===== config.mk =====
export PLATFORM = sky130hd
export DESIGN_NAME = frame_scan_reader
export DESIGN_NICKNAME = d
export VERILOG_FILES = /design/src/rtl/pixel_pkg.sv /design/src/rtl/frame_scan_reader_raster_counter.sv /design/src/rtl/frame_scan_reader.sv
export SDC_FILE = /design/constraint.sdc
export NUM_CORES = 1
export LEC_CHECK = 0
export CORE_UTILIZATION = 45
export CTS_CLUSTER_DIAMETER = 60
export DETAILED_ROUTE_END_ITERATION = 8
export PLACE_DENSITY_LB_ADDON = 0.12
export SYNTH_ARGS = -nofsm -noshare
export SYNTH_HDL_FRONTEND = slang
export SYNTH_HIERARCHICAL = 1
export SYNTH_SLANG_ARGS = --single-unit

===== constraint.sdc =====
create_clock -name i_clk -period 6 [get_ports i_clk]
set_input_delay 0.9 -clock i_clk [delete_from_list [all_inputs] [get_ports i_clk]]
set_output_delay 0.9 -clock i_clk [all_outputs]
set_load 0.02 [all_outputs]

===== src/rtl/pixel_pkg.sv =====
// Shared constants, types and scan-state encoding for clients of the pixel SRAM.
package pixel_pkg;

  localparam int PIXEL_COLUMN = 80;
  localparam int PIXEL_ROW    = 60;
  localparam int PIXEL_NUM    = PIXEL_COLUMN * PIXEL_ROW;

  localparam int ADDR_W  = 13;
  localparam int PIXEL_W = 16;

  typedef logic [ADDR_W-1:0]  addr_t;
  typedef logic [PIXEL_W-1:0] pixel_t;

  typedef enum logic [1:0] {
    IDLE  = 2'd0,
    SCAN  = 2'd1,
    DRAIN = 2'd2
  } scan_state_t;

endpackage


===== src/rtl/frame_scan_reader_raster_counter.sv =====
// Raster-order fetch position: column, row and a separately incremented SRAM address.
module raster_counter #(
  parameter int              COLS      = 80,
  parameter int              ROWS      = 60,
  parameter int              AW        = 13,
  parameter logic [AW-1:0]   BASE_ADDR = '0
) (
  input  logic          clk,
  input  logic          rst_n,
  input  logic          advance,
  input  logic          clear,
  output logic [6:0]    col,
  output logic [5:0]    row,
  output logic [AW-1:0] addr,
  output logic          line_end,
  output logic          last
);

  localparam logic [6:0] COL_LAST = 7'(COLS - 1);
  localparam logic [5:0] ROW_LAST = 6'(ROWS - 1);

  assign line_end = (col == COL_LAST);
  assign last     = line_end && (row == ROW_LAST);

  // NOTE: state uses non-blocking assignments under an async active-low reset;
  // blocking here would create order-dependent races between always blocks.
  always_ff @(posedge clk or negedge rst_n) begin
    if (!rst_n) begin
      col  <= '0;
      row  <= '0;
      addr <= BASE_ADDR;
    end else if (clear || (advance && last)) begin
      col  <= '0;
      row  <= '0;
      addr <= BASE_ADDR;
    end else if (advance) begin
      addr <= addr + 1'b1;
      if (line_end) begin
        col <= '0;
        row <= row + 1'b1;
      end else begin
        col <= col + 1'b1;
      end
    end
  end

endmodule


===== src/rtl/frame_scan_reader.sv =====
// Scans the pixel SRAM in raster order and emits it as a valid/ready stream with coordinates and framing flags.
module frame_scan_reader
  import pixel_pkg::*;
#(
  parameter int            COLS      = PIXEL_COLUMN,
  parameter int            ROWS      = PIXEL_ROW,
  parameter int            AW        = ADDR_W,
  parameter int            DW        = PIXEL_W,
  parameter logic [AW-1:0] BASE_ADDR = '0
) (
  input  logic          i_clk,
  input  logic          i_rst_n,
  input  logic          i_start,
  input  logic          i_abort,
  output logic [AW-1:0] o_rd_addr,
  input  logic [DW-1:0] i_rd_data,
  output logic          o_valid,
  input  logic          i_ready,
  output logic [DW-1:0] o_data,
  output logic [6:0]    o_col,
  output logic [5:0]    o_row,
  output logic          o_sof,
  output logic          o_eol,
  output logic          o_eof,
  output logic          o_busy,
  output logic          o_done,
  output logic [7:0]    o_frame_cnt
);

  scan_state_t state;

  logic [6:0] cnt_col;
  logic [5:0] cnt_row;
  logic       cnt_line_end;
  logic       cnt_last;
  logic       load;
  logic       accept;

  assign load   = (state == SCAN) && (!o_valid || i_ready);
  assign accept = o_valid && i_ready;
  assign o_busy = (state != IDLE);

  // NOTE: o_done is combinational so it coincides with the accept of the last
  // pixel; an abort in that same cycle suppresses it.
  assign o_done = (state == DRAIN) && accept && !i_abort;

  raster_counter #(
    .COLS      (COLS),
    .ROWS      (ROWS),
    .AW        (AW),
    .BASE_ADDR (BASE_ADDR)
  ) u_raster (
    .clk      (i_clk),
    .rst_n    (i_rst_n),
    .advance  (load && !i_abort),
    .clear    (i_abort),
    .col      (cnt_col),
    .row      (cnt_row),
    .addr     (o_rd_addr),
    .line_end (cnt_line_end),
    .last     (cnt_last)
  );

  always_ff @(posedge i_clk or negedge i_rst_n) begin
    if (!i_rst_n) begin
      state       <= IDLE;
      o_valid     <= 1'b0;
      o_data      <= '0;
      o_col       <= '0;
      o_row       <= '0;
      o_sof       <= 1'b0;
      o_eol       <= 1'b0;
      o_eof       <= 1'b0;
      o_frame_cnt <= '0;
    end else if (i_abort) begin
      state   <= IDLE;
      o_valid <= 1'b0;
    end else begin
      case (state)
        IDLE:    if (i_start) state <= SCAN;
        SCAN:    if (load && cnt_last) state <= DRAIN;
        DRAIN: begin
          if (accept) begin
            state       <= IDLE;
            o_frame_cnt <= o_frame_cnt + 1'b1;
          end
        end
        default: state <= IDLE;
      endcase

      // Output register: reload when empty or draining, otherwise hold under backpressure.
      if (load) begin
        o_valid <= 1'b1;
        o_data  <= i_rd_data;
        o_col   <= cnt_col;
        o_row   <= cnt_row;
        o_sof   <= (cnt_col == '0) && (cnt_row == '0);
        o_eol   <= cnt_line_end;
        o_eof   <= cnt_last;
      end else if (accept) begin
        o_valid <= 1'b0;
      end
    end
  end

endmodule

* Yosys cells after proc, flatten, opt, wreduce, memory -nomap -nowiden
Index checks and enable logic that the tools add are counted.
Word-level totals: memories 0, latch bits 0, register bits after elaboration 69, output and inout port bits 56, bits in read-only memories 0, input bits 21, memory bits (writable) 0
Cells by class: bitwise operators 1, div/mod/pow operators 0, shifts and indexed selects 0, reductions and logical operators 24, multipliers 0, mux-type cells 16, add/subtract/negate cells 4, magnitude comparators 0, eq/ne operators 7
Operators by type and width (number):
- two-way mux 13 bit | 2
- two-way mux 7 bit | 3
- two-way mux 6 bit | 3
- adder 13 x 1 -> 13 bit (second input constant) | 1
- logical AND 1 bit | 9
- adder 8 x 1 -> 8 bit (second input constant) | 1
- two-way mux 2 bit | 4
- adder 7 x 1 -> 7 bit (second input constant) | 1
- == test 7 bit (second input constant) | 1
- logical NOT 7 bit | 1
- adder 6 x 1 -> 6 bit (second input constant) | 1
- == test 6 bit (second input constant) | 1
- logical NOT 6 bit | 1
- inequality test 3 bit (second input constant) | 2
- one-hot mux 2 bit (3 select lines) | 1
- AND reduction 3 bit | 2
- nonzero test 2 bit | 3
- AND reduction 2 bit | 2
- two-way mux 1 bit | 3
- inequality test 3 x 2 -> 1 bit (second input constant) | 1
- nonzero test 3 bit | 1
- == test 2 x 1 -> 1 bit (second input constant) | 1
- == test 2 bit (second input constant) | 1
- logical NOT 1 bit | 2
- other kinds (3) | 4

* Logic depth before layout (Yosys ltp)
depth after elaboration 8, mapped depth 11, mapped depth without buffers 7

* Hierarchy
Netlist, hierarchy kept.
Modules (own cells, without submodules):
- frame_scan_reader | seq. area each 1076.0 µm², times used 1, cells an instance 123, area an instance 1903.1 µm²
- raster_counter | seq. area each 650.6 µm², times used 1, cells an instance 140, area an instance 1376.3 µm²

* Worst setup path before layout
No wires, ideal clock.
path type input-to-reg, from input port i_abort, to register u_raster.addr[11], stages on the path 10, data required time 5.923 ns, setup time 0.077 ns, path buffers 3, path slack 3.338 ns, data arrival time 2.584 ns, path through buf_2 -> nor2_2 -> nand3_4 -> buf_6 -> inv_1 -> clkbuf_2 -> o211ai_1 -> or2_2 -> or3_1 -> a21oi_1
Between the ends: word-level cells in the longest chain between the ends 5
RTL lines:
- start: declaration | line frame_scan_reader.sv:14 | input logic i_abort,
- logical NOT 1 bit | line frame_scan_reader.sv:55 | .advance (load && !i_abort),
- logical AND 1 bit | line frame_scan_reader.sv:55
- logical AND 1 bit | line frame_scan_reader_raster_counter.sv:32 | end else if (clear || (advance && last)) begin
- logical OR 1 bit | line frame_scan_reader_raster_counter.sv:32
- two-way mux 13 bit / nonzero test 2 bit (equally long branches)
- end signal: assignment | line frame_scan_reader_raster_counter.sv:37 | addr <= addr + 1'b1;
- end: declaration | line frame_scan_reader_raster_counter.sv:14 | output logic [AW-1:0] addr,
Parallel ways exist; a longest one is shown, timed or not. A chain may end at the register's enable or synchronous reset.

* Worst setup path after layout
Ends and elaborated chain as after synthesis.

==> flow_metrics.tcl <==
set metrics [dict create \
    cts_hold_buffers 0 \
    tns_ps 0 \
    period_needed_ps 3530 \
    slew_violations 0 \
    hold_path.class "reg -> reg" \
    ys_seq_elements 69 \
    synth_async_sr_flop_share_pct 100 \
    vias_per_cell 5.15 \
    worst-path-buf-inv 3 \
    startpoint_type "primary input" \
    cts_resized 0 \
    core_mm2 0.00691 \
    endpoint "u_raster/addr[11]" \
    grt_pass1_vias 2091 \
    cp-end-kind "flop" \
    syn-cell-area_mm2 0.00328 \
    met3_usage_pct 4.45 \
    synthXorXnorAreaFrac_pct 5.34 \
    wl_mm 6.37 \
    criticalPathCategory "in -> reg" \
    layout.nets 367 \
    start_util_pct 47.5 \
    crit_chain "clkdlybuf4s50_1 -> buf_4 -> nor2_2 -> nand3_4 -> inv_1 -> o211ai_1 -> or2_2 -> or3_1 -> a21oi_1" \
    clkSinkCount 69 \
    drive_above_1_share_pct 17.6 \
    pwr_density_cell_mw_per_mm2 243 \
    yosys_warnings 6 \
    die_x_um 87.4 \
    rows 30 \
    synth_commonest_cells "69 x dfrtp_1, 28 x mux2_4, 20 x nor2_1" \
    max_stage_delay_ps 570 \
    synthAdderAreaFrac_pct 1.53 \
    relSlewSlack_pct 42.8 \
    final-instance-count-excl-fill 443 \
    holdPathStages 1 \
    post-cts-setup-buffers 0 \
    die_area_mm2 0.00763 \
    hpwl_mm 4.16 \
    ioPinCount 77 \
    synth-compound-area-share_pct 7.21 \
    antenna_found_initial 0 \
    cts_tree "yes" \
    hold_viol_final 0 \
    yosysTopAreaCell "dfrtp_1" \
    grt_max_degree 70 \
    first_pass_iters 4 \
    crit_required_ps 6260 \
    worst_pin_slew_ps 858 \
    arrival_ps 3790 \
    drc 0 \
    synth_nets 288 \
    htree_levels 3 \
    crit_slowest_cell "inv_1" \
    clockRootBuffer "clkbuf_8" \
    r2r_cells 7 \
    wl_per_cell_um 14.4 \
    io_buffers 76 \
    path_clk_slew_ps 70 \
    cts_buffer_depth 2 \
    max_freq_mhz 283 \
    area_growth_pct 29.6 \
    busiest_layer "met2" \
    ir_drop_mv 0.133 \
    synth_most_common_cell "dfrtp_1" \
    clock_latency_ps 330 \
    synth_top_area_share_pct 52.7 \
    seqCellArea_mm2 0.00173 \
    path_delay_family "simple AND/OR/NAND/NOR gates" \
    crit_start "i_abort" \
    status "completed" \
    grt_use_met2_pct 26.4 \
    grt_overflow_total 0 \
    diodes 0 \
    synth_edf_count 0 \
    r2r-end "u_raster/addr[11]" \
    synth_area_leaders "dfrtp_1 53%, mux2_4 13%, xor2_1 4.3%" \
    ant_nets 0 \
    nFillCells 586 \
    vias 2281 \
    die_y_um 87.4 \
    multiInputGateArea_mm2 0.00146 \
    cts_made_buffers 9 \
    cp_max_fo 33 \
    gp_congestion 0.823 \
    fin_skew_ps 5.32 \
    finalCritPeriodShare_pct 58.8 \
    ys.flop_type "dfrtp_1" \
    reg2reg_setup_slack_ps 3170 \
    yosysSeqAreaShare_pct 52.7 \
    cp.depth 9 \
    drt_iter0_markers 138 \
    setup_violations 0 \
    met1_usage_pct 24.7 \
    postSynthAreaPerCell_um2 12.5 \
    dpl.cell_count 427 \
    syn_inst 263 \
    leakage_uw 0.00194 \
    grt.total_usage_pct 17.7 \
    yosys.area_share.simple_pct 15.8 \
    rsz0062_at_grt "no" \
    drv_cap 0 \
    r2r-start "state[1]" \
    synth_top_family_by_area "simple AND/OR/NAND/NOR gates" \
    ys_types 50 \
    grt_pass1_wl_mm 10.4 \
    synthMuxAreaShare_pct 14.5 \
]
power breakdown:
part           leakage (uW)  internal [uW]  total, uW  switching, uW
registers          0.000914            498        521           22.3
logic              0.000949            109        198           88.7
clock network     0.0000784            150        313            163
registers in the layout, indices dropped and copies added (netlist names):
| register | cells |
|---|---|
| o_data | 16 |
| u_raster/addr | 13 |
| o_frame_cnt | 8 |
| o_col | 7 |
| u_raster/col | 7 |
| o_row | 6 |
| u_raster/row | 6 |
| state | 2 |
| o_eof | 1 |
| o_eol | 1 |
| o_sof | 1 |
| o_valid | 1 |
metal layers:
metal	wire, um	part of all wire (%)
met1	3110	49
met2	2800	44
met4	72	1.1
met5	0	0
met3	391	6.1
how the worst min path moves through the flow:
stage	from	endpoint	slack, ps
3_5_place_dp	o_frame_cnt[7]	o_frame_cnt[7]	460
6_report	o_frame_cnt[7]	o_frame_cnt[7]	470
4_1_cts	o_frame_cnt[7]	o_frame_cnt[7]	470
5_1_grt	o_frame_cnt[7]	o_frame_cnt[7]	490
2_1_floorplan	u_raster/row[5]	u_raster/row[5]	510
3_3_place_gp	o_frame_cnt[7]	o_frame_cnt[7]	460
layout make-up:
type	count	area share, %
sequential	69	40.6
multi-input combinational	178	34.3
timing repair buffer	78	18.1
clock buffer	14	3.36
tap	96	2.83
inverter	6	0.559
clock inverter	2	0.236
cells in the final DEF, fill, tap and decap left out, types with 2 or more instances in the layout:
cell and instances:
inv_1 5, nand3_1 12, nor4_2 2, nand2b_1 4
o21bai_1 2, clkdlybuf4s50_1 75, nor3_1 4, clkinv_2 3
nand4_1 4, xor2_1 16, nor3b_1 2, mux2_2 4
nand3b_1 2, o21ai_0 8, buf_4 2, nand2_1 12
mux2_4 28, nor4_1 2, ha_1 4, clkbuf_8 9
and3_1 2, nand4b_1 2, nor2_1 20, a311oi_1 2
nor2_2 2, or3_1 4, dfrtp_1 69, o2111ai_1 2
a21oi_1 13, clkbuf_1 5, xnor2_1 4, or2_2 3
logic make-up after synthesis:
kind of cell             after synthesis
AO/OA/AOI/OAI                         36
AND/OR/NAND/NOR                       85
multiplexers                          33
buffers and inverters                 16
adder cells (fa/ha/maj)                4
XOR/XNOR                              20
flip-flops                            69
per-stage QoR:
stage	setup WS (ps)	cell area, um^2	power [uW]	util [%]	hold slack (ps)
6_report	2470	4250	1030	61.5	471
5_1_grt	2130	4250	1080	61.5	486
4_1_cts	2460	4250	1040	61.5	470
3_5_place_dp	2100	4100	728	59.3	461
3_3_place_gp	2170	4100	726	59.3	456
2_1_floorplan	3340	3280	634	-	507
Power figures use the tool's default switching activity.
